--- config.mk ---
export PLATFORM = sky130hd
export DESIGN_NAME = alu_arbiter_flat
export DESIGN_NICKNAME = d
export VERILOG_FILES = /design/src/rtl/alu_arbiter_if.sv /design/src/rtl/alu_arbiter.sv /design/src/flat_wrapper.sv
export SDC_FILE = /design/constraint.sdc
export NUM_CORES = 1
export LEC_CHECK = 0
export ABC_CLOCK_PERIOD_IN_PS = 9100
export BUFFER_PORTS_ARGS = -buffer_cell sky130_fd_sc_hd__buf_2
export CELL_PAD_IN_SITES_DETAIL_PLACEMENT = 0
export CELL_PAD_IN_SITES_GLOBAL_PLACEMENT = 2
export CORE_ASPECT_RATIO = 2
export CORE_MARGIN = 2
export CORE_UTILIZATION = 38
export DETAILED_ROUTE_END_ITERATION = 12
export MAX_ROUTING_LAYER = met4
export PLACE_DENSITY = 0.93
export SLEW_MARGIN = 0
export SYNTH_ARGS = -nofsm -noshare
export SYNTH_HDL_FRONTEND = slang
export SYNTH_HIERARCHICAL = 1
export SYNTH_SLANG_ARGS = --single-unit
--- constraint.sdc ---
create_clock -name i_w_clk -period 9.1 [get_ports i_w_clk]
set_input_delay 1.82 -clock i_w_clk [delete_from_list [all_inputs] [get_ports i_w_clk]]
set_output_delay 1.82 -clock i_w_clk [all_outputs]
set_load 0.01 [all_outputs]
--- src/rtl/alu_arbiter_if.sv ---
// Handshake bundle between two ALU requesters, one result consumer and the arbiter.
// Ports: requester valid/ready/operands/select per port, result valid/ready/value/id, busy.
interface alu_arbiter_if #(
    parameter int p_width = 6
);
    logic               i_w_valid0;
    logic               i_w_valid1;
    logic [p_width:0]   i_w_a0;
    logic [p_width:0]   i_w_b0;
    logic [p_width:0]   i_w_a1;
    logic [p_width:0]   i_w_b1;
    logic               i_w_sel0;
    logic               i_w_sel1;
    logic               o_w_ready0;
    logic               o_w_ready1;
    logic               o_w_res_valid;
    logic               i_w_res_ready;
    logic [2*p_width:0] o_w_res;
    logic               o_w_res_id;
    logic               o_w_busy;

    modport master (
        output i_w_valid0, i_w_valid1,
        output i_w_a0, i_w_b0, i_w_a1, i_w_b1,
        output i_w_sel0, i_w_sel1,
        output i_w_res_ready,
        input  o_w_ready0, o_w_ready1,
        input  o_w_res_valid, o_w_res, o_w_res_id,
        input  o_w_busy
    );

    modport slave (
        input  i_w_valid0, i_w_valid1,
        input  i_w_a0, i_w_b0, i_w_a1, i_w_b1,
        input  i_w_sel0, i_w_sel1,
        input  i_w_res_ready,
        output o_w_ready0, o_w_ready1,
        output o_w_res_valid, o_w_res, o_w_res_id,
        output o_w_busy
    );
endinterface

--- src/rtl/alu_arbiter.sv ---
// Two-port arbiter sharing one add/multiply ALU; round-robin on contention.
// Ports: i_w_clk, i_w_rst_n (sync, active-low), bus (alu_arbiter_if.slave).

// Unsigned add or multiply, result truncated to 2*p_width+1 bits.
module alu #(
    parameter int p_width = 6
) (
    input  logic [p_width:0]   i_w_a,
    input  logic [p_width:0]   i_w_b,
    input  logic               i_w_sel,
    output logic [2*p_width:0] o_w_res
);
    localparam int rw = 2 * p_width + 1;

    logic [rw-1:0] a_ext;
    logic [rw-1:0] b_ext;

    assign a_ext   = rw'(i_w_a);
    assign b_ext   = rw'(i_w_b);
    assign o_w_res = i_w_sel ? a_ext * b_ext : a_ext + b_ext;
endmodule

module alu_arbiter #(
    parameter int p_width = 6
) (
    input  logic          i_w_clk,
    input  logic          i_w_rst_n,
    alu_arbiter_if.slave  bus
);
    typedef enum logic [1:0] {
        IDLE,
        EXEC,
        DONE
    } state_t;

    state_t             state_q;
    state_t             state_d;
    logic               ptr_q;
    logic               ptr_d;
    logic               grant0;
    logic               grant1;
    logic               load_res;
    logic               clr_res;
    logic [p_width:0]   a_q;
    logic [p_width:0]   b_q;
    logic               sel_q;
    logic               id_q;
    logic [2*p_width:0] alu_res;
    logic [2*p_width:0] res_q;
    logic               res_id_q;
    logic               res_valid_q;

    alu #(.p_width(p_width)) u_alu (
        .i_w_a   (a_q),
        .i_w_b   (b_q),
        .i_w_sel (sel_q),
        .o_w_res (alu_res)
    );

    always_comb begin
        state_d  = state_q;
        ptr_d    = ptr_q;
        grant0   = 1'b0;
        grant1   = 1'b0;
        load_res = 1'b0;
        clr_res  = 1'b0;
        unique case (state_q)
            IDLE: begin
                // ptr_q names the port that wins a tie
                grant0 = bus.i_w_valid0 & (~bus.i_w_valid1 | ~ptr_q);
                grant1 = bus.i_w_valid1 & (~bus.i_w_valid0 | ptr_q);
                if (grant0 | grant1) begin
                    state_d = EXEC;
                    ptr_d   = grant0;
                end
            end
            EXEC: begin
                load_res = 1'b1;
                state_d  = DONE;
            end
            DONE: begin
                if (bus.i_w_res_ready) begin
                    clr_res = 1'b1;
                    state_d = IDLE;
                end
            end
            default: state_d = IDLE;
        endcase
    end

    always_ff @(posedge i_w_clk) begin
        if (!i_w_rst_n) begin
            state_q <= IDLE;
            ptr_q   <= 1'b0;
        end else begin
            state_q <= state_d;
            ptr_q   <= ptr_d;
        end
    end

    always_ff @(posedge i_w_clk) begin
        if (!i_w_rst_n) begin
            a_q         <= '0;
            b_q         <= '0;
            sel_q       <= 1'b0;
            id_q        <= 1'b0;
            res_q       <= '0;
            res_id_q    <= 1'b0;
            res_valid_q <= 1'b0;
        end else begin
            if (grant0) begin
                a_q   <= bus.i_w_a0;
                b_q   <= bus.i_w_b0;
                sel_q <= bus.i_w_sel0;
                id_q  <= 1'b0;
            end else if (grant1) begin
                a_q   <= bus.i_w_a1;
                b_q   <= bus.i_w_b1;
                sel_q <= bus.i_w_sel1;
                id_q  <= 1'b1;
            end
            if (load_res) begin
                res_q       <= alu_res;
                res_id_q    <= id_q;
                res_valid_q <= 1'b1;
            end
            if (clr_res) begin
                res_valid_q <= 1'b0;
            end
        end
    end

    // Reset gates the combinational outputs so nothing is offered mid-reset.
    assign bus.o_w_ready0    = i_w_rst_n & grant0;
    assign bus.o_w_ready1    = i_w_rst_n & grant1;
    assign bus.o_w_busy      = i_w_rst_n & (state_q != IDLE);
    assign bus.o_w_res       = res_q;
    assign bus.o_w_res_id    = res_id_q;
    assign bus.o_w_res_valid = res_valid_q;
endmodule

--- src/flat_wrapper.sv ---
// flat-port wrapper written by rule: the top's interface ports become plain ports
module alu_arbiter_flat 
#(
    parameter int p_width = 6
)
  (i_w_clk, i_w_rst_n, bus_i_w_valid0, bus_i_w_valid1, bus_i_w_a0, bus_i_w_b0, bus_i_w_a1, bus_i_w_b1, bus_i_w_sel0, bus_i_w_sel1, bus_i_w_res_ready, bus_o_w_ready0, bus_o_w_ready1, bus_o_w_res_valid, bus_o_w_res, bus_o_w_res_id, bus_o_w_busy);
  alu_arbiter_if #(.p_width(p_width)) bus_i ();
  input  logic i_w_clk;
  input  logic i_w_rst_n;
  input wire logic [$bits(bus_i.i_w_valid0)-1:0] bus_i_w_valid0;
  input wire logic [$bits(bus_i.i_w_valid1)-1:0] bus_i_w_valid1;
  input wire logic [$bits(bus_i.i_w_a0)-1:0] bus_i_w_a0;
  input wire logic [$bits(bus_i.i_w_b0)-1:0] bus_i_w_b0;
  input wire logic [$bits(bus_i.i_w_a1)-1:0] bus_i_w_a1;
  input wire logic [$bits(bus_i.i_w_b1)-1:0] bus_i_w_b1;
  input wire logic [$bits(bus_i.i_w_sel0)-1:0] bus_i_w_sel0;
  input wire logic [$bits(bus_i.i_w_sel1)-1:0] bus_i_w_sel1;
  input wire logic [$bits(bus_i.i_w_res_ready)-1:0] bus_i_w_res_ready;
  output wire logic [$bits(bus_i.o_w_ready0)-1:0] bus_o_w_ready0;
  output wire logic [$bits(bus_i.o_w_ready1)-1:0] bus_o_w_ready1;
  output wire logic [$bits(bus_i.o_w_res_valid)-1:0] bus_o_w_res_valid;
  output wire logic [$bits(bus_i.o_w_res)-1:0] bus_o_w_res;
  output wire logic [$bits(bus_i.o_w_res_id)-1:0] bus_o_w_res_id;
  output wire logic [$bits(bus_i.o_w_busy)-1:0] bus_o_w_busy;
  assign bus_i.i_w_valid0 = bus_i_w_valid0;
  assign bus_i.i_w_valid1 = bus_i_w_valid1;
  assign bus_i.i_w_a0 = bus_i_w_a0;
  assign bus_i.i_w_b0 = bus_i_w_b0;
  assign bus_i.i_w_a1 = bus_i_w_a1;
  assign bus_i.i_w_b1 = bus_i_w_b1;
  assign bus_i.i_w_sel0 = bus_i_w_sel0;
  assign bus_i.i_w_sel1 = bus_i_w_sel1;
  assign bus_i.i_w_res_ready = bus_i_w_res_ready;
  assign bus_o_w_ready0 = bus_i.o_w_ready0;
  assign bus_o_w_ready1 = bus_i.o_w_ready1;
  assign bus_o_w_res_valid = bus_i.o_w_res_valid;
  assign bus_o_w_res = bus_i.o_w_res;
  assign bus_o_w_res_id = bus_i.o_w_res_id;
  assign bus_o_w_busy = bus_i.o_w_busy;
  alu_arbiter #(.p_width(p_width)) u_core (.i_w_clk(i_w_clk), .i_w_rst_n(i_w_rst_n), .bus(bus_i));
endmodule
# After elaboration in Yosys (flattened, before gate mapping)

Cells that the tools add are included.

Bits in registers: 34
Input bits: 35

Add/subtract/negate cells: 1
$mul: 1
Eq/ne operators: 4
Multiplexer cells: 15
Bitwise logic cells: 12
Reductions and logical operators: 7

Operator list:

| operator                                       | number |
|---|---|
| two-way mux 7 bit                              | 4 |
| multiplier 7 x 7 -> 13 bit                     | 1 |
| two-way mux 13 bit                             | 1 |
| adder 7 x 7 -> 8 bit                           | 1 |
| two-way mux 1 bit                              | 7 |
| one-hot mux 2 bit (3 select lines)             | 1 |
| bitwise AND 1 bit                              | 5 |
| two-way mux 2 bit                              | 2 |
| NOT 1 bit                                      | 4 |
| AND reduction 2 bit                            | 2 |
| nonzero test 2 bit                             | 2 |
| OR reduction 2 bit                             | 2 |
| bitwise OR 1 bit                               | 3 |
| == test 2 x 1 -> 1 bit (second input constant) | 1 |
| == test 2 bit (second input constant)          | 1 |
| logical NOT 2 bit                              | 1 |
| != test 2 x 1 -> 1 bit (second input constant) | 1 |
| != test 2 bit (second input constant)          | 1 |

# Logic depth before layout (Yosys ltp)

Gate-level depths: netlist of the first run.

Word-level depth: 6
Depth in mapped cells: 17
Mapped depth without buffers: 17

# Cells and area by module

Netlist of the first run, hierarchy kept.

By module, submodules not included:

| module      | times used | cells an instance | area an instance (um^2) |
|---|---|---|---|
| alu         | 1          | 219               | 1861.8 |
| alu_arbiter | 1          | 177               | 1605.3 |

# Worst setup path before layout of the first run

No wires, ideal clock.

Path type: input -> output
Start: input bus_i_w_valid0
End: output bus_o_w_ready0
Arrival time: 2414 ps
Data required time: 7280 ps
Slack: 4866 ps
Stages on the path: 3
Buffers on the path: 1
Cell sequence: nor3b_4 buf_6 and3_1

Cells in the longest elaborated chain, start to end: 3

Ends and longest elaborated chain:

| item               | RTL line           | RTL |
|---|---|---|
| start: declaration | flat_wrapper.sv:10 | `input wire logic [$bits(bus_i.i_w_valid0)-1:0] bus_i_w_valid0;` |
| bitwise AND 1 bit  | alu_arbiter.sv:70  | `grant0 = bus.i_w_valid0 & (~bus.i_w_valid1 \| ~ptr_q);` |
| two-way mux 1 bit  | alu_arbiter.sv:67  | `unique case (state_q)` |
| bitwise AND 1 bit  | alu_arbiter.sv:134 | `assign bus.o_w_ready0 = i_w_rst_n & grant0;` |
| end: declaration   | flat_wrapper.sv:19 | `output wire logic [$bits(bus_i.o_w_ready0)-1:0] bus_o_w_ready0;` |

No other way between the ends.

# Worst setup path after layout of the first run

Start: input bus_i_w_valid1
End: output bus_o_w_ready0

Cells in the longest elaborated chain, start to end: 5

Ends and longest elaborated chain:

| item               | RTL line           | RTL |
|---|---|---|
| start: declaration | flat_wrapper.sv:11 | `input wire logic [$bits(bus_i.i_w_valid1)-1:0] bus_i_w_valid1;` |
| NOT 1 bit          | alu_arbiter.sv:70  |  |
| bitwise OR 1 bit   | alu_arbiter.sv:70  |  |
| bitwise AND 1 bit  | alu_arbiter.sv:70  |  |
| two-way mux 1 bit  | alu_arbiter.sv:67  |  |
| bitwise AND 1 bit  | alu_arbiter.sv:134 |  |

No other way between the ends.

==> impl_metrics.prom, run 1 <==
# TYPE chip_impl_metric gauge
chip_impl_metric{name="ys_seq_elements",unit=""} 34
chip_impl_metric{name="fillers",unit=""} 928
chip_impl_metric{name="clk-insertion-delay-late",unit="ns"} 0.28
chip_impl_metric{name="drt_drc_violations_left",unit=""} 0
chip_impl_metric{name="n_antenna_cell",unit=""} 0
chip_impl_metric{name="design.core.area",unit="um^2"} 8950
chip_impl_metric{name="p_int",unit="mW"} 0.368
chip_impl_metric{name="seq_power_share",unit=""} 0.330
chip_impl_metric{name="finalSetupViolations",unit=""} 0
chip_impl_metric{name="grt_first_pass_wirelength",unit="mm"} 13.8
chip_impl_metric{name="area_delta_synth_final",unit="%"} 11.9
chip_impl_metric{name="synth.top_cell.area_share",unit=""} 0.196
chip_impl_metric{name="pwr_density",unit="nW/um^2"} 148
chip_impl_metric{name="post-route-min-period",unit="ns"} 4.80
chip_impl_metric{name="synth_fp_nets",unit=""} 492
chip_impl_metric{name="synth.avg_cell_area",unit="um^2"} 8.76
chip_impl_metric{name="final-instance-count-excl-fill",unit=""} 541
chip_impl_metric{name="largest_net_degree_at_the_start_of_global_routing",unit=""} 33
chip_impl_metric{name="gr-usage-all-layers",unit=""} 0.179
chip_impl_metric{name="dp.cells",unit=""} 533
chip_impl_info{name="critical_path.reg2reg.endpoint",value="u_core/bus.o_w_res[10]$_SDFFE_PN0N_"} 1
chip_impl_metric{name="route.detailed.wl_per_inst",unit="um"} 15.3
chip_impl_metric{name="timing.clock.skew",unit="ns"} 0.00573
chip_impl_metric{name="clock_path_buffers",unit=""} 2
chip_impl_metric{name="leakage",unit="nW"} 1.94
chip_impl_metric{name="drive_above_1_share",unit=""} 0.169
chip_impl_metric{name="synth-warning-count",unit=""} 6
chip_impl_info{name="synth_top_area_cells",value="dfxtp_1, fa_1, ha_1"} 1
chip_impl_info{name="crit_chain",value="buf_2 > nand2_1 > and3_1 > buf_2"} 1
chip_impl_metric{name="place_area",unit="um^2"} 3730
chip_impl_metric{name="clock_sinks",unit=""} 34
chip_impl_metric{name="clock_pin_transition_on_the_worst_setup_and_hold_timing_paths",unit="ns"} 0.05
chip_impl_metric{name="route.antenna.remaining_nets",unit=""} 0
chip_impl_metric{name="ctsHtreeMaxLevel",unit=""} 2
chip_impl_metric{name="async_flop_share",unit=""} 0
chip_impl_metric{name="setup_tns",unit="ns"} 0
chip_impl_metric{name="worstPathRequired",unit="ns"} 7.28
chip_impl_metric{name="vias",unit=""} 2901
chip_impl_metric{name="overall_routed_net_length",unit="mm"} 8.28
chip_impl_info{name="grt_setup_unrepaired",value="false"} 1
chip_impl_metric{name="actual_transition_at_the_worst_max_transition_pin",unit="ns"} 1.00
chip_impl_info{name="synth_top_area_cell",value="dfxtp_1"} 1
chip_impl_metric{name="finalMaxSlewViolations",unit=""} 0
chip_impl_metric{name="worst-path-max-fanout",unit=""} 31
chip_impl_info{name="cpMostUsedCell",value="buf_2"} 1
chip_impl_metric{name="min_path_cells",unit=""} 2
chip_impl_metric{name="grt_antenna_before_repair",unit=""} 0
chip_impl_metric{name="dpl.hpwl",unit="mm"} 6.89
chip_impl_info{name="cts.root.buffer_cell",value="clkbuf_16"} 1
chip_impl_metric{name="finalWorstSetupSlack",unit="ns"} 4.30
chip_impl_metric{name="power_frac_clock",unit=""} 0.298
chip_impl_metric{name="timing.critical_path.arrival",unit="ns"} 2.98
chip_impl_info{name="startpoint_type",value="primary input"} 1
chip_impl_metric{name="pre_cts_slack",unit="ns"} 4.29
chip_impl_info{name="worst_hold_path_type",value="reg2reg"} 1
chip_impl_metric{name="io-pin-count",unit=""} 53
chip_impl_info{name="status",value="completed"} 1
chip_impl_metric{name="final-hold-violation-count",unit=""} 0
chip_impl_metric{name="fp.dieArea",unit="um^2"} 9950
chip_impl_metric{name="drt_first_pass_iters",unit=""} 6
chip_impl_metric{name="final_core_utilization",unit=""} 0.433
chip_impl_info{name="synthFlopType",value="dfxtp_1"} 1
chip_impl_metric{name="final.period_utilization",unit=""} 0.527
chip_impl_metric{name="die_y",unit="um"} 139
chip_impl_info{name="clock_tree_from_tritoncts",value="built"} 1
chip_impl_metric{name="timing.reg2reg.worst_path_depth",unit=""} 17
chip_impl_metric{name="grt_overflow",unit=""} 0
chip_impl_metric{name="power_switching",unit="mW"} 0.207
chip_impl_metric{name="synth-edff-count",unit=""} 0
chip_impl_metric{name="multi_input_area",unit="um^2"} 2550
chip_impl_metric{name="timing.max_slew.rel_slack",unit=""} 0.329
chip_impl_info{name="crit_slowest_cell",value="nand2_1"} 1
chip_impl_metric{name="ys_types",unit=""} 50
chip_impl_metric{name="irDropWorstVdd",unit="V"} 0.0000806
chip_impl_metric{name="globalplace.congestion",unit=""} 0.863
chip_impl_metric{name="register_area",unit="um^2"} 681
chip_impl_metric{name="cts_setup_buffers",unit=""} 0
chip_impl_metric{name="sw_frac_of_total",unit=""} 0.360
chip_impl_metric{name="power",unit="mW"} 0.575
chip_impl_info{name="timing.critical_path.to_type",value="primary output"} 1
chip_impl_metric{name="first_global_vias",unit=""} 3000
chip_impl_metric{name="number_of_cts_inserted_buffers",unit=""} 5
chip_impl_metric{name="ff2ff_setup_slack",unit="ns"} 4.71
chip_impl_info{name="hold_path.startpoint",value="u_core/bus.o_w_res[5]$_SDFFE_PN0N_"} 1
chip_impl_metric{name="finalNetCount",unit=""} 534
chip_impl_metric{name="timing.critical_path.slowest_cell_delay",unit="ns"} 0.47
chip_impl_metric{name="final.hold.worst_slack",unit="ns"} 0.450
chip_impl_info{name="worst_hold_path.endpoint",value="u_core/bus.o_w_res[5]$_SDFFE_PN0N_"} 1
chip_impl_metric{name="final_area",unit="um^2"} 3880
chip_impl_metric{name="yosysSeqAreaShare",unit=""} 0.196
chip_impl_metric{name="netlist_instances",unit=""} 396
chip_impl_metric{name="width_of_the_chip",unit="um"} 71.5
chip_impl_metric{name="timing.max_cap.violations",unit=""} 0
chip_impl_metric{name="cts_hold_repair.buffers",unit=""} 0
chip_impl_metric{name="fmaxAchievable",unit="MHz"} 208
chip_impl_info{name="critPathKind",value="in2out"} 1
chip_impl_metric{name="initial_core_util",unit=""} 0.387
chip_impl_metric{name="vias_per_cell",unit=""} 5.36
chip_impl_metric{name="pwr-share-comb",unit=""} 0.372
chip_impl_metric{name="post_cts_resize_count",unit=""} 0
chip_impl_metric{name="placement.io_buffers",unit=""} 52
chip_impl_metric{name="core.rowCount",unit=""} 49
chip_impl_info{name="crit-reg2reg-launch",value="u_core/a_q[3]$_SDFFE_PN0P_"} 1
chip_impl_metric{name="synth_area",unit="um^2"} 3470
chip_impl_metric{name="dr.first_iter.drc_count",unit=""} 81
[final cells by class]
type                    instances  area share
multi-input cells             318       0.658
flip-flops and latches         34       0.175
repair buffers                 53      0.0690
clock buffers                   6      0.0358
inverters                      26      0.0252
well taps                     102      0.0329
clock inverters                 2     0.00322
[cell families (layout without fill, tap and decap cells)]
kind of cell / after synthesis / after routing / synth area share
buffers and inverters: 44 / 87 / 0.0668
flip-flops: 34 / 34 / 0.196
XOR/XNOR: 13 / 13 / 0.0328
multiplexers: 1 / 1 / 0.00325
AND/OR/NAND/NOR: 136 / 136 / 0.209
AO/OA/AOI/OAI: 107 / 107 / 0.220
adder cells (fa/ha/maj): 61 / 61 / 0.272
[Yosys cell counts, drive strengths merged (2+ instances only)]
master / n
o211ai: 5
o21ai: 14
a21boi: 17
a211o: 2
nor3: 2
a21o: 3
fa: 24
nor2b: 4
inv: 26
ha: 37
o21bai: 16
nand3: 2
nand4: 3
nor2: 10
clkbuf: 8
nand2: 51
nand2b: 3
dfxtp: 34
o311a: 15
a21oi: 27
a211oi: 2
xnor2: 9
xor2: 4
buf: 10
and3: 17
and2: 36
nor3b: 2
[worst max path at each step]
stage          slack [ns]      startpoint  cells after the start             end
5_1_grt              4.11  bus_i_w_valid1                      4  bus_o_w_ready0
3_5_place_dp         4.29  bus_i_w_valid1                      4  bus_o_w_ready0
4_1_cts              4.29  bus_i_w_valid1                      4  bus_o_w_ready0
2_1_floorplan        4.87  bus_i_w_valid0                      3  bus_o_w_ready0
3_3_place_gp         4.35  bus_i_w_valid1                      4  bus_o_w_ready0
6_report             4.30  bus_i_w_valid1                      4  bus_o_w_ready0
[cell usage in the layout (no fill, tap or decap), types with 2 or more instances in the layout]
cell type / Yosys / layout
xnor2_1: 9 / 9
and2_1: 36 / 36
o211ai_1: 5 / 5
nor3_1: 2 / 2
ha_1: 37 / 37
o21ai_1: 5 / 5
a211o_1: 2 / 2
a211oi_2: 2 / 2
a21o_1: 3 / 3
clkbuf_16: 0 / 5
and3_1: 12 / 12
nand3_1: 2 / 2
a21boi_1: 16 / 16
nor2_1: 9 / 9
nand2_1: 51 / 51
nor2b_1: 4 / 4
fa_1: 24 / 24
xor2_1: 4 / 4
nand4_1: 3 / 3
o311a_1: 15 / 15
o21ai_0: 8 / 8
nand2b_1: 3 / 3
and3_2: 5 / 5
a21oi_1: 27 / 27
buf_2: 4 / 52
dfxtp_1: 34 / 34
o21bai_1: 16 / 16
inv_1: 26 / 26
[critical path, delay by kind of cell]
kind          cells  cell delay (ns)
buf+inv           2             0.27
simple gates      2             0.88
[power by group through the flow]
stage          Combinational, mW  Clock (mW)  Sequential, mW
3_5_place_dp               0.214           0           0.194
2_1_floorplan              0.167           0           0.183
6_report                   0.214       0.171           0.190
4_1_cts                    0.216       0.177           0.191
5_1_grt                    0.242       0.182           0.194
3_3_place_gp               0.210           0           0.193
[registers in the layout (all words and copies together), names as in the netlist]
signal and count:
u_core/bus.o_w_res_valid 1, u_core/ptr_q 1, u_core/id_q 1, u_core/bus.o_w_res_id 1
u_core/sel_q 1, u_core/bus.o_w_res 13, u_core/b_q 7, u_core/a_q 7
u_core/state_q 2
[layer usage]
layer	up-vias	routed length (um)	track usage
li1	1464	-	-
met1	1364	3000	0.162
met2	55	4750	0.345
met3	18	191	0.0196
met4	0	342	0.0943
met5	-	0	-
No activity file was read; power rests on OpenSTA's default activity.
==> run 2, diff against run 1 <==
--- a/config.mk
+++ b/config.mk
@@ -5,16 +5,17 @@
 export SDC_FILE = /design/constraint.sdc
 export NUM_CORES = 1
 export LEC_CHECK = 0
-export ABC_CLOCK_PERIOD_IN_PS = 9100
+export ABC_AREA = 1
+export ABC_CLOCK_PERIOD_IN_PS = 4500
 export BUFFER_PORTS_ARGS = -buffer_cell sky130_fd_sc_hd__buf_2
 export CELL_PAD_IN_SITES_DETAIL_PLACEMENT = 0
 export CELL_PAD_IN_SITES_GLOBAL_PLACEMENT = 2
 export CORE_ASPECT_RATIO = 2
 export CORE_MARGIN = 2
-export CORE_UTILIZATION = 38
+export CORE_UTILIZATION = 32
 export DETAILED_ROUTE_END_ITERATION = 12
 export MAX_ROUTING_LAYER = met4
-export PLACE_DENSITY = 0.93
+export PLACE_DENSITY = 0.88
 export SLEW_MARGIN = 0
 export SYNTH_ARGS = -nofsm -noshare
 export SYNTH_HDL_FRONTEND = slang
==> constraint.sdc (replaced) <==
create_clock -name i_w_clk -period 4.5 [get_ports i_w_clk]
set_input_delay 0.9 -clock i_w_clk [delete_from_list [all_inputs] [get_ports i_w_clk]]
set_output_delay 0.9 -clock i_w_clk [all_outputs]
set_load 0.01 [all_outputs]
==> run 2 against run 1 <==
Against the previous run:
- combinational power rose to 2.6 times the previous value
- power up 130%
- synthesized cell count up 39%
- final cell count up 38%
- hold slack better by 0.0018 ns
- sequential share of layout area down 1.3 points
- utilization down 5.1 points
- critical endpoint is now u_core/bus.o_w_res[12]$_SDFFE_PN0N_
- largest cell class unchanged
==> impl_metrics.prom, run 2 <==
# TYPE chip_impl_metric gauge
chip_impl_info{name="clock_tree_from_tritoncts",value="built"} 1
chip_impl_metric{name="placement.io_buffers",unit=""} 52
chip_impl_metric{name="multi_input_area",unit="um^2"} 2460
chip_impl_info{name="startpoint_type",value="flop"} 1
chip_impl_metric{name="dr.first_iter.drc_count",unit=""} 110
chip_impl_metric{name="finalMaxSlewViolations",unit=""} 0
chip_impl_info{name="synth_top_area_cell",value="dfxtp_1"} 1
chip_impl_metric{name="worstPathRequired",unit="ns"} 4.72
chip_impl_info{name="hold_path.startpoint",value="u_core/id_q$_SDFFE_PP0P_"} 1
chip_impl_metric{name="leakage",unit="nW"} 2.59
chip_impl_metric{name="yosysSeqAreaShare",unit=""} 0.190
chip_impl_metric{name="timing.max_slew.rel_slack",unit=""} 0.602
chip_impl_metric{name="largest_net_degree_at_the_start_of_global_routing",unit=""} 50
chip_impl_metric{name="final-hold-violation-count",unit=""} 0
chip_impl_metric{name="route.detailed.wl_per_inst",unit="um"} 12.9
chip_impl_metric{name="async_flop_share",unit=""} 0
chip_impl_metric{name="design.core.area",unit="um^2"} 10900
chip_impl_metric{name="width_of_the_chip",unit="um"} 78.9
chip_impl_metric{name="timing.critical_path.arrival",unit="ns"} 4.37
chip_impl_info{name="grt_setup_unrepaired",value="false"} 1
chip_impl_metric{name="cts_hold_repair.buffers",unit=""} 0
chip_impl_metric{name="n_antenna_cell",unit=""} 0
chip_impl_metric{name="synth-edff-count",unit=""} 0
chip_impl_info{name="worst_hold_path.endpoint",value="u_core/id_q$_SDFFE_PP0P_"} 1
chip_impl_metric{name="synth_fp_nets",unit=""} 647
chip_impl_metric{name="fp.dieArea",unit="um^2"} 12100
chip_impl_info{name="status",value="completed"} 1
chip_impl_metric{name="synth.top_cell.area_share",unit=""} 0.190
chip_impl_metric{name="drive_above_1_share",unit=""} 0.144
chip_impl_metric{name="drt_drc_violations_left",unit=""} 0
chip_impl_metric{name="overall_routed_net_length",unit="mm"} 9.57
chip_impl_metric{name="number_of_cts_inserted_buffers",unit=""} 5
chip_impl_metric{name="power",unit="mW"} 1.34
chip_impl_metric{name="ys_seq_elements",unit=""} 34
chip_impl_metric{name="fmaxAchievable",unit="MHz"} 241
chip_impl_metric{name="core.rowCount",unit=""} 54
chip_impl_metric{name="worst-path-max-fanout",unit=""} 8
chip_impl_metric{name="synth_area",unit="um^2"} 3590
chip_impl_info{name="worst_path_dominant_cell_family",value="adder cells"} 1
chip_impl_metric{name="route.antenna.remaining_nets",unit=""} 0
chip_impl_metric{name="timing.max_cap.violations",unit=""} 0
chip_impl_info{name="cts.root.buffer_cell",value="clkbuf_16"} 1
chip_impl_info{name="synth_commonest_cells",value="nand2_1, inv_1, nor2_1, ha_1, dfxtp_1"} 1
chip_impl_metric{name="timing.reg2reg.worst_path_depth",unit=""} 21
chip_impl_metric{name="timing.critical_path.slowest_cell_delay",unit="ns"} 0.56
chip_impl_metric{name="area_delta_synth_final",unit="%"} 16.5
chip_impl_info{name="crit-reg2reg-launch",value="u_core/b_q[3]$_SDFFE_PN0P_"} 1
chip_impl_metric{name="ff2ff_setup_slack",unit="ns"} 0.34
chip_impl_metric{name="ys_types",unit=""} 26
chip_impl_info{name="mostFrequentLayoutCells",value="nand2_1, inv_1, nor2_1, buf_2, ha_1"} 1
chip_impl_info{name="synthMostInstantiatedCell",value="nand2_1"} 1
chip_impl_metric{name="grt_overflow",unit=""} 0
chip_impl_metric{name="grt_first_pass_wirelength",unit="mm"} 15.8
chip_impl_metric{name="post-route-min-period",unit="ns"} 4.16
chip_impl_metric{name="setup_tns",unit="ns"} 0
chip_impl_metric{name="cts_setup_buffers",unit=""} 0
chip_impl_metric{name="min_path_cells",unit=""} 2
chip_impl_metric{name="ctsHtreeMaxLevel",unit=""} 2
chip_impl_metric{name="clock_sinks",unit=""} 34
chip_impl_metric{name="timing.clock.skew",unit="ns"} 0.00860
chip_impl_metric{name="pwr_density",unit="nW/um^2"} 320
chip_impl_metric{name="register_area",unit="um^2"} 681
chip_impl_metric{name="actual_transition_at_the_worst_max_transition_pin",unit="ns"} 0.596
chip_impl_info{name="layout_commonest_cell",value="nand2_1"} 1
chip_impl_info{name="synthFlopType",value="dfxtp_1"} 1
chip_impl_info{name="timing.critical_path.to_type",value="flop"} 1
chip_impl_metric{name="critPathBufInv",unit=""} 5
chip_impl_info{name="critical_path.reg2reg.endpoint",value="u_core/bus.o_w_res[12]$_SDFFE_PN0N_"} 1
chip_impl_metric{name="vias_per_cell",unit=""} 4.51
chip_impl_metric{name="irDropWorstVdd",unit="V"} 0.000223
chip_impl_metric{name="dpl.hpwl",unit="mm"} 7.96
chip_impl_metric{name="finalNetCount",unit=""} 700
chip_impl_metric{name="netlist_instances",unit=""} 551
chip_impl_metric{name="clk-insertion-delay-late",unit="ns"} 0.28
chip_impl_info{name="critPathKind",value="reg2reg"} 1
chip_impl_metric{name="globalplace.congestion",unit=""} 0.966
chip_impl_metric{name="fillers",unit=""} 1244
chip_impl_metric{name="vias",unit=""} 3352
chip_impl_metric{name="synth.avg_cell_area",unit="um^2"} 6.52
chip_impl_metric{name="largest_reg_flops",unit=""} 13
chip_impl_metric{name="clock_pin_transition_on_the_worst_setup_and_hold_timing_paths",unit="ns"} 0.06
chip_impl_info{name="crit_slowest_cell",value="fa_1"} 1
chip_impl_metric{name="first_global_vias",unit=""} 3383
chip_impl_metric{name="gr-usage-all-layers",unit=""} 0.171
chip_impl_info{name="crit_chain",value="ha_1 > fa_1 > inv_1 > fa_1 > inv_1 > fa_1 > inv_1 > fa_1 > inv_1 > ha_1 > nand2_2 > inv_1 > nand2_1 > nand2_1 > nand2_1 > nand3_2 > nand2_1 > nand2_1 > nor2_1 > nor2_1 > nor2_1"} 1
chip_impl_metric{name="io-pin-count",unit=""} 53
chip_impl_metric{name="die_y",unit="um"} 154
chip_impl_info{name="worst_hold_path_type",value="reg2reg"} 1
chip_impl_metric{name="synth-warning-count",unit=""} 6
chip_impl_metric{name="finalSetupViolations",unit=""} 0
chip_impl_metric{name="drt_first_pass_iters",unit=""} 4
chip_impl_metric{name="initial_core_util",unit=""} 0.328
chip_impl_metric{name="grt_antenna_before_repair",unit=""} 0
chip_impl_metric{name="clock_path_buffers",unit=""} 2
chip_impl_metric{name="post_cts_resize_count",unit=""} 0
chip_impl_metric{name="final.period_utilization",unit=""} 0.924
chip_impl_info{name="synth_top_area_cells",value="dfxtp_1, nand2_1, fa_1"} 1
chip_impl_metric{name="final.hold.worst_slack",unit="ns"} 0.452
-- run 2: cell types whose count changed after synthesis, sizes merged, moves of 16 or more --
cell | previous run | this run
nand2 | 51 | 159
nor2 | 10 | 97
inv | 26 | 98
and2 | 36 | 0
a21boi | 17 | 0
and3 | 17 | 0
nand3 | 2 | 19
nand3b | 1 | 18
o21bai | 16 | 0
-- run 2: logic make-up (layout without fill, tap and decap cells) --
logic type,after synthesis,after routing,synth area share
fa+ha+maj,61,61,0.263
compound gates,43,43,0.0638
simple gates,297,297,0.352
xor+xnor,3,3,0.00732
flops,34,34,0.190
buf+inv,113,166,0.125
-- run 2: worst max path at each step --
| stage | cells after the start | slack (ns) | end | start |
|---|---|---|---|---|
| after CTS | 18 | 0.31 | u_core/bus.o_w_res[10]$_SDFFE_PN0N_ | u_core/b_q[3]$_SDFFE_PN0P_ |
| final | 21 | 0.34 | u_core/bus.o_w_res[12]$_SDFFE_PN0N_ | u_core/b_q[3]$_SDFFE_PN0P_ |
| after global routing | 21 | 0.02 | u_core/bus.o_w_res[12]$_SDFFE_PN0N_ | u_core/b_q[3]$_SDFFE_PN0P_ |
| after global placement | 15 | 0.40 | u_core/bus.o_w_res[11]$_SDFFE_PN0N_ | u_core/a_q[4]$_SDFFE_PN0P_ |
| after detailed placement | 18 | 0.32 | u_core/bus.o_w_res[10]$_SDFFE_PN0N_ | u_core/b_q[3]$_SDFFE_PN0P_ |
| after floorplan | 18 | 0.58 | u_core/bus.o_w_res[9]$_SDFFE_PN0N_ | u_core/a_q[3]$_SDFFE_PN0P_ |
-- run 2: cell type report --
| type | count | area share |
|---|---|---|
| multi-input combinational | 404 | 0.589 |
| clock buffer | 6 | 0.0332 |
| inverter | 98 | 0.0879 |
| sequential | 34 | 0.163 |
| timing repair buffer | 61 | 0.0784 |
| clock inverter | 1 | 0.00718 |
| tap | 140 | 0.0419 |
-- run 2: report_power, final --
| group | leakage, nW | total, mW | switching (mW) | internal (mW) |
|---|---|---|---|---|
| Sequential | 0.281 | 0.389 | 0.0477 | 0.342 |
| Clock | 0.0829 | 0.395 | 0.122 | 0.273 |
| Combinational | 2.23 | 0.553 | 0.343 | 0.210 |
| Total | 2.59 | 1.34 | 0.512 | 0.824 |
-- run 2: metrics by stage --
stage               instances  worst slack [ns]   util  area [um^2]
detailed placement        737             0.321  0.367         4010
global route              744            0.0217  0.382         4180
floorplan                 551             0.585      -         3590
CTS                       744             0.308  0.382         4180
global placement          737             0.399  0.367         4010
finish                    744             0.342  0.382         4180
-- run 2: worst reg2reg max path, stage by stage, from the launching register on --
cell and delay, ns:
dfxtp_1 0.38, ha_1 0.27, fa_1 0.56, inv_1 0.05, fa_1 0.48, inv_1 0.05, fa_1 0.52, inv_1 0.05
fa_1 0.52, inv_1 0.04, ha_1 0.36, nand2_2 0.14, inv_1 0.05, nand2_1 0.06, nand2_1 0.04, nand2_1 0.07
nand3_2 0.06, nand2_1 0.07, nand2_1 0.04, nor2_1 0.13, nor2_1 0.06, nor2_1 0.09
-- run 2: metal layers --
layer  vias to the layer above  part of all wire  track usage
met5                         -                 0            -
met4                         0             0.039       0.0862
met3                        18             0.013       0.0182
met2                        52              0.59        0.340
met1                      1498              0.36        0.151
li1                       1784                 -            -
